**src/rtl/sar_search_ctrl.sv**
```systemverilog
// sar_search_ctrl: successive-approximation search controller.
// Drives a probe word into an external greater-or-equal comparator and
// builds the largest probe for which the comparator answers 1, MSB first,
// spending LAT+1 cycles on each bit so the comparator output can settle.
module sar_search_ctrl #(
  parameter int width = 8,
  parameter int LAT   = 0
) (
  input  logic             clk_i,
  input  logic             rst_ni,
  input  logic             start_i,
  output logic             ready_o,
  input  logic             abort_i,
  output logic [width-1:0] probe_o,
  input  logic             ge_i,
  output logic             valid_o,
  input  logic             res_ack_i,
  output logic [width-1:0] res_o,
  output logic             exact_o
);

  localparam int              BW      = (width > 1) ? $clog2(width) : 1;
  localparam logic [3:0]      LAT_L   = 4'(LAT);
  localparam logic [BW-1:0]   TOP_IDX = BW'(width - 1);
  localparam logic [width-1:0] ONE_W  = width'(1);
  localparam logic [width-1:0] TOP_BIT = ONE_W << (width - 1);

  typedef enum logic [1:0] {
    S_IDLE,
    S_SEARCH,
    S_DONE
  } state_t;

  state_t           r_state, w_stateNext;
  logic [BW-1:0]    r_bitIdx, w_bitIdxNext;
  logic [3:0]       r_cnt, w_cntNext;
  logic [width-1:0] r_acc, w_accNext;
  logic [width-1:0] r_probe, w_probeNext;
  logic             r_allGe, w_allGeNext;
  logic [width-1:0] w_lowerBit;
  logic [width-1:0] w_accSampled;

  // One-hot of the next lower bit position, used to build the following probe.
  assign w_lowerBit   = ONE_W << (r_bitIdx - 1'b1);
  // The current probe already holds acc plus the trial bit, so keeping the
  // trial bit is just adopting the probe value.
  assign w_accSampled = ge_i ? r_probe : r_acc;

  // State and datapath registers; async reset puts everything back to idle.
  always_ff @(posedge clk_i or negedge rst_ni) begin
    if (!rst_ni) begin
      r_state  <= S_IDLE;
      r_bitIdx <= '0;
      r_cnt    <= '0;
      r_acc    <= '0;
      r_probe  <= '0;
      r_allGe  <= 1'b0;
    end else begin
      r_state  <= w_stateNext;
      r_bitIdx <= w_bitIdxNext;
      r_cnt    <= w_cntNext;
      r_acc    <= w_accNext;
      r_probe  <= w_probeNext;
      r_allGe  <= w_allGeNext;
    end
  end

  // Next-state and output logic; ge_i only matters on the last cycle of a slot.
  always_comb begin
    w_stateNext  = r_state;
    w_bitIdxNext = r_bitIdx;
    w_cntNext    = r_cnt;
    w_accNext    = r_acc;
    w_probeNext  = r_probe;
    w_allGeNext  = r_allGe;
    ready_o      = 1'b0;
    valid_o      = 1'b0;
    res_o        = '0;
    exact_o      = 1'b0;
    probe_o      = r_probe;

    case (r_state)
      S_IDLE: begin
        ready_o = 1'b1;
        if (start_i) begin
          w_stateNext  = S_SEARCH;
          w_bitIdxNext = TOP_IDX;
          w_cntNext    = '0;
          w_accNext    = '0;
          w_probeNext  = TOP_BIT;
          w_allGeNext  = 1'b1;
        end
      end

      S_SEARCH: begin
        if (abort_i) begin
          w_stateNext  = S_IDLE;
          w_bitIdxNext = '0;
          w_cntNext    = '0;
          w_accNext    = '0;
          w_probeNext  = '0;
          w_allGeNext  = 1'b0;
        end else if (r_cnt == LAT_L) begin
          w_accNext   = w_accSampled;
          w_allGeNext = r_allGe & ge_i;
          w_cntNext   = '0;
          if (r_bitIdx == '0) begin
            w_stateNext = S_DONE;
            w_probeNext = '0;
          end else begin
            w_bitIdxNext = r_bitIdx - 1'b1;
            w_probeNext  = w_accSampled | w_lowerBit;
          end
        end else begin
          w_cntNext = r_cnt + 4'd1;
        end
      end

      S_DONE: begin
        valid_o = 1'b1;
        res_o   = r_acc;
        exact_o = r_allGe;
        if (res_ack_i) begin
          w_stateNext = S_IDLE;
          w_accNext   = '0;
          w_allGeNext = 1'b0;
        end
      end

      default: begin
        w_stateNext = S_IDLE;
      end
    endcase
  end

endmodule

```
**config.mk**
```make
export PLATFORM = sky130hd
export DESIGN_NAME = sar_search_ctrl
export DESIGN_NICKNAME = d
export VERILOG_FILES = /design/src/rtl/sar_search_ctrl.sv
export SDC_FILE = /design/constraint.sdc
export NUM_CORES = 1
export LEC_CHECK = 0
export BUFFER_PORTS_ARGS = -buffer_cell sky130_fd_sc_hd__buf_2
export CELL_PAD_IN_SITES_DETAIL_PLACEMENT = 0
export CELL_PAD_IN_SITES_GLOBAL_PLACEMENT = 2
export CORE_ASPECT_RATIO = 0.75
export CORE_MARGIN = 1
export CORE_UTILIZATION = 38
export DETAILED_ROUTE_END_ITERATION = 16
export GPL_TIMING_DRIVEN = 0
export PLACE_DENSITY = 0.85
export RECOVER_POWER = 100
export SETUP_SLACK_MARGIN = 0.05
export SYNTH_ARGS = -nofsm -noshare
export SYNTH_HDL_FRONTEND = slang
export SYNTH_SLANG_ARGS = --single-unit
```
**constraint.sdc**
```tcl
create_clock -name clk_i -period 4.67 [get_ports clk_i]
set_clock_uncertainty 0.1 [all_clocks]
set_input_delay 0.467 -clock clk_i [delete_from_list [all_inputs] [get_ports clk_i]]
set_output_delay 0.467 -clock clk_i [all_outputs]
set_load 0.03 [all_outputs]
```
== Word level (Yosys, flattened, before mapping) ==
Index checks and enable logic that the tools add are counted.
Word-level totals
  register bits after elaboration: 26
  output and inout port bits: 19
Operators by class
  add/subtract/negate cells: 2
  eq/ne operators: 7
  shifts and indexed selects: 1
  multiplexer cells: 35
  bitwise logic cells: 2
  reduce and logical (&&, ||, !) cells: 10
Operator list (number)
  $mux 8: 10
  $pmux 8 s3: 1
  $pmux 8 s2: 1
  $mux 3: 4
  $mux 4: 3
  $reduce_and 4->1: 3
  $mux 2: 5
  $ne 3x3->1 const B: 3
  $or 8x8->8: 1
  $pmux 4 s2: 1
  $shl 1x3->8 const A: 1
  $mux 1: 7
  $pmux 2 s3: 1
  $pmux 3 s2: 1
  $add 4x1->4 const B: 1
  $logic_not 4->1: 1
  $ne 2x2->1 const B: 2
  $logic_not 3->1: 1
  $pmux 1 s3: 1
  $reduce_and 3->1: 1
  $reduce_bool 3->1: 1
  $sub 3x1->3 const B: 1
  $eq 2x1->1 const B: 1
  $eq 2x2->1 const B: 1
  4 further kinds: 4

== Logic depth before layout (Yosys ltp) ==
  word-level depth: 7
  gate-level depth with buffers: 6

== Least setup slack after synthesis ==
OpenSTA, ideal clock, no wires.
  kind: flip-flop to output port
  start: register r_state[1]
  end: output port exact_o
  arrival: 1542 ps
  slack: 2561 ps
  cell stages (with the launch flop): 5
  buffers on the path: 2
  cells stage by stage: dfrtp_1 -> clkbuf_1 -> nor2b_1 -> clkbuf_1 -> and2_1
On the way
  word-level cells in the longest chain between the ends: 2
RTL lines
  start: declaration: RTL line 34  | state_t r_state, w_stateNext;
  start signal: assignment: RTL line 59  | r_state <= w_stateNext;
  $eq 2x2->1: RTL line 82  | case (r_state)
  $mux 1: RTL line 82
  end: declaration: RTL line 19  | output logic exact_o
No other way between the ends.

== Worst setup path after layout ==
  start: register r_cnt[0]
  end: register r_acc[6]
On the way
  word-level cells in the longest chain between the ends: 3
RTL lines
  start: declaration: RTL line 36  | logic [3:0] r_cnt, w_cntNext;
  start signal: assignment: RTL line 61  | r_cnt <= w_cntNext;
  $logic_not 4->1: RTL line 103  | end else if (r_cnt == LAT_L) begin
  $ne 3x3->1 (no source line)
  $reduce_and 4->1 (no source line)
  end signal: assignment: RTL line 62  | r_acc <= w_accNext;
  end: declaration: RTL line 37  | logic [width-1:0] r_acc, w_accNext;
No other way between the ends.
A chain may end at the register's enable or synchronous reset.

==> results.sh <==
export IMPL_cts_path_max_buffers=2
export IMPL_core_mm2=0.003709
export IMPL_max_clock_freq_ghz=0.3719
export IMPL_p_per_area_mw_per_mm2=449.7
export IMPL_power_uw=766.8
export IMPL_synth_edff_count=0
export IMPL_rsz0062_at_grt="false"
export IMPL_status="finished clean"
export IMPL_hpwl_um=2562
export IMPL_arrival_ps=2750
export IMPL_dieArea_mm2=0.004206
export IMPL_cts_tree="yes"
export IMPL_wl_um=3633
export IMPL_cts_clk_slew_worst_paths_ps=90
export IMPL_synth_fp_nets=160
export IMPL_h_tree_depth=1
export IMPL_fin_crit_sh=0.5758
export IMPL_crit_type="reg -> reg"
export IMPL_place_congestion=0.7840
export IMPL_required_ps=4730
export IMPL_grt_max_degree=27
export IMPL_ir_worst_vdd_mv=0.3226
export IMPL_hold_slack_ps=388.9
export IMPL_diodes=0
export IMPL_setup_viol=0
export IMPL_finalMaxSlewViolations=0
export IMPL_relSlewSlack=0.03227
export IMPL_dpl_worst_slack_ps=2433
export IMPL_cts_sinks=26
export IMPL_synth_area_top_cells="dfrtp_1, a22o_1, ha_1"
export IMPL_hold_buffers=0
export IMPL_cts_made_buffers=3
export IMPL_crit_fanout=10
export IMPL_synth_cell_type_count=44
export IMPL_fin_ws_ps=1981
export IMPL_synth_top_area_cell="dfrtp_1"
export IMPL_overflow=0
export IMPL_drive_above_1_share=0.09143
export IMPL_antenna_found_initial=0
export IMPL_die_w_um=74.55
export IMPL_end_kind="flop"
export IMPL_r2r_slack_ps=1980
export IMPL_area_delta_synth_final_pct=13.68
export IMPL_io_buffers=24
export IMPL_fin_cells=227
export IMPL_synth_area_mm2=0.001500
export IMPL_p_leak_uw=0.0007168
export IMPL_insertion_delay_ps=270
export IMPL_grtUsageTotal=0.1893
export IMPL_worst_pin_slew_ps=1452
export IMPL_viasPerCell=5.427
export IMPL_setup_tns_ps=0
export IMPL_yosysSeqAreaShare=0.4337
export IMPL_synth_seq_cells=26
export IMPL_yosysWarnings=0
export IMPL_min_path_type="in -> reg"
export IMPL_grt_pass1_wl_um=5968
export IMPL_rr_endpoint="r_acc[6]"
export IMPL_wl_per_cell_um=16.00
export IMPL_die_h_um=56.42
export IMPL_ant_nets=0
export IMPL_drtPass1Iterations=4
export IMPL_synth_top_area_frac=0.4337
export IMPL_syn_inst=147
export IMPL_cts_resized_gates=0
export IMPL_nets=189
export IMPL_grt_pass1_vias=1150
export IMPL_hold_violations=0
export IMPL_cap_violations=0
export IMPL_vias=1232
export IMPL_holdPathStages=2
export IMPL_syn_avg_cell_area_um2=10.21
export IMPL_root_buffer="clkbuf_8"
export IMPL_start_kind="flop"
export IMPL_rr_worst_depth=5
export IMPL_placedCellCount=223
export IMPL_post_cts_buffers=0
export IMPL_pin_count=25
export IMPL_r2r_start="r_cnt[0]"
export IMPL_crit_end="r_acc[6]"
export IMPL_initial_core_util=0.4045
export IMPL_drtIter0Drc=170
export IMPL_drc=0
export IMPL_cp_startpoint="r_cnt[0]"
export IMPL_min_period_ps=2689
export IMPL_async_reset_ff_frac=1.000
export IMPL_rows=19
export IMPL_ys_flop_type="dfrtp_1"
synthesized netlist by cell type, types with 3 or more instances:
master / number
a22o_1: 11
and2_1: 9
nor2_1: 4
a21oi_1: 9
nand2_1: 3
clkbuf_1: 6
inv_1: 13
dfrtp_1: 26
o21ai_0: 4
ha_1: 7
o22ai_1: 6
nor2b_1: 10
o22a_1: 3
area by class of cell:
cell class	instances	area [um^2]
plain buffers	8	38.79
clock buffers	4	55.05
fillers	371	2003
inverters	13	48.80
multi-input cells	100	750.7
flip-flops and latches	26	650.6
well taps	52	65.06
repair buffers	24	96.34
sequential cells by signal, indices dropped and copies added (netlist names):
signal    cells
r_cnt         4
probe_o       8
r_allGe       1
r_bitIdx      3
r_state       2
r_acc         8
where the power goes:
group          switching [uW]  internal (uW)
Clock                    72.3           75.4
Sequential               30.3            262
Combinational             207            120
Total                     310            457
routing by layer:
metal / wire (um) / up-vias / track usage
met1: 1913 / 604 / 0.3102
met5: 0 / - / 0
met2: 1536 / 30 / 0.2497
met3: 166 / 2 / 0.04309
met4: 17 / 0 / 0.03235
li1: - / 596 / -
worst max-delay path: stages (launching register included):
cell	delay [ps]
dfrtp_1	430
inv_1	80
ha_1	150
nor3b_1	890
o221ai_1	580
a22o_1	340
stage by stage:
step	area, um^2	utilization
after global routing	1705	0.4599
after floorplan	1500	-
final	1705	0.4599
after global placement	1685	0.4545
after CTS	1740	0.4693
after detailed placement	1685	0.4545
worst min-delay path by stage:
stage          startpoint          to  slack [ps]
2_1_floorplan      rst_ni  probe_o[0]          70
3_3_place_gp      r_allGe     r_allGe         380
3_5_place_dp      r_allGe     r_allGe         390
4_1_cts            rst_ni  r_state[0]         110
5_1_grt           start_i     r_allGe         370
6_report          start_i     r_allGe         390
placed cells by master, fill, tap and decap left out, types with 2 or more instances in the layout:
| master | count |
|---|---|
| dfrtp_1 | 26 |
| o22ai_1 | 7 |
| clkbuf_8 | 4 |
| a211oi_1 | 2 |
| and2_1 | 8 |
| o221ai_1 | 2 |
| nand2b_1 | 2 |
| nor3b_1 | 2 |
| clkbuf_1 | 25 |
| nor2b_1 | 10 |
| buf_2 | 6 |
| ha_1 | 7 |
| nand2_1 | 3 |
| or3b_2 | 2 |
| a21oi_1 | 9 |
| inv_1 | 13 |
| o22a_1 | 3 |
| nor2_1 | 4 |
| o21ai_0 | 4 |
| a22o_1 | 11 |
logic make-up after synthesis:
group | after synthesis | synth area share
AOI/OAI and AO/OA | 50 | 0.2527
adders and majority gates | 7 | 0.05838
DFF | 26 | 0.4337
buffers and inverters | 21 | 0.05838
xor gates and xnor gates | 2 | 0.01168
and+or+nand+nor | 40 | 0.1785
muxes | 1 | 0.006672
Note: power is estimated with default switching activity, not from simulation.
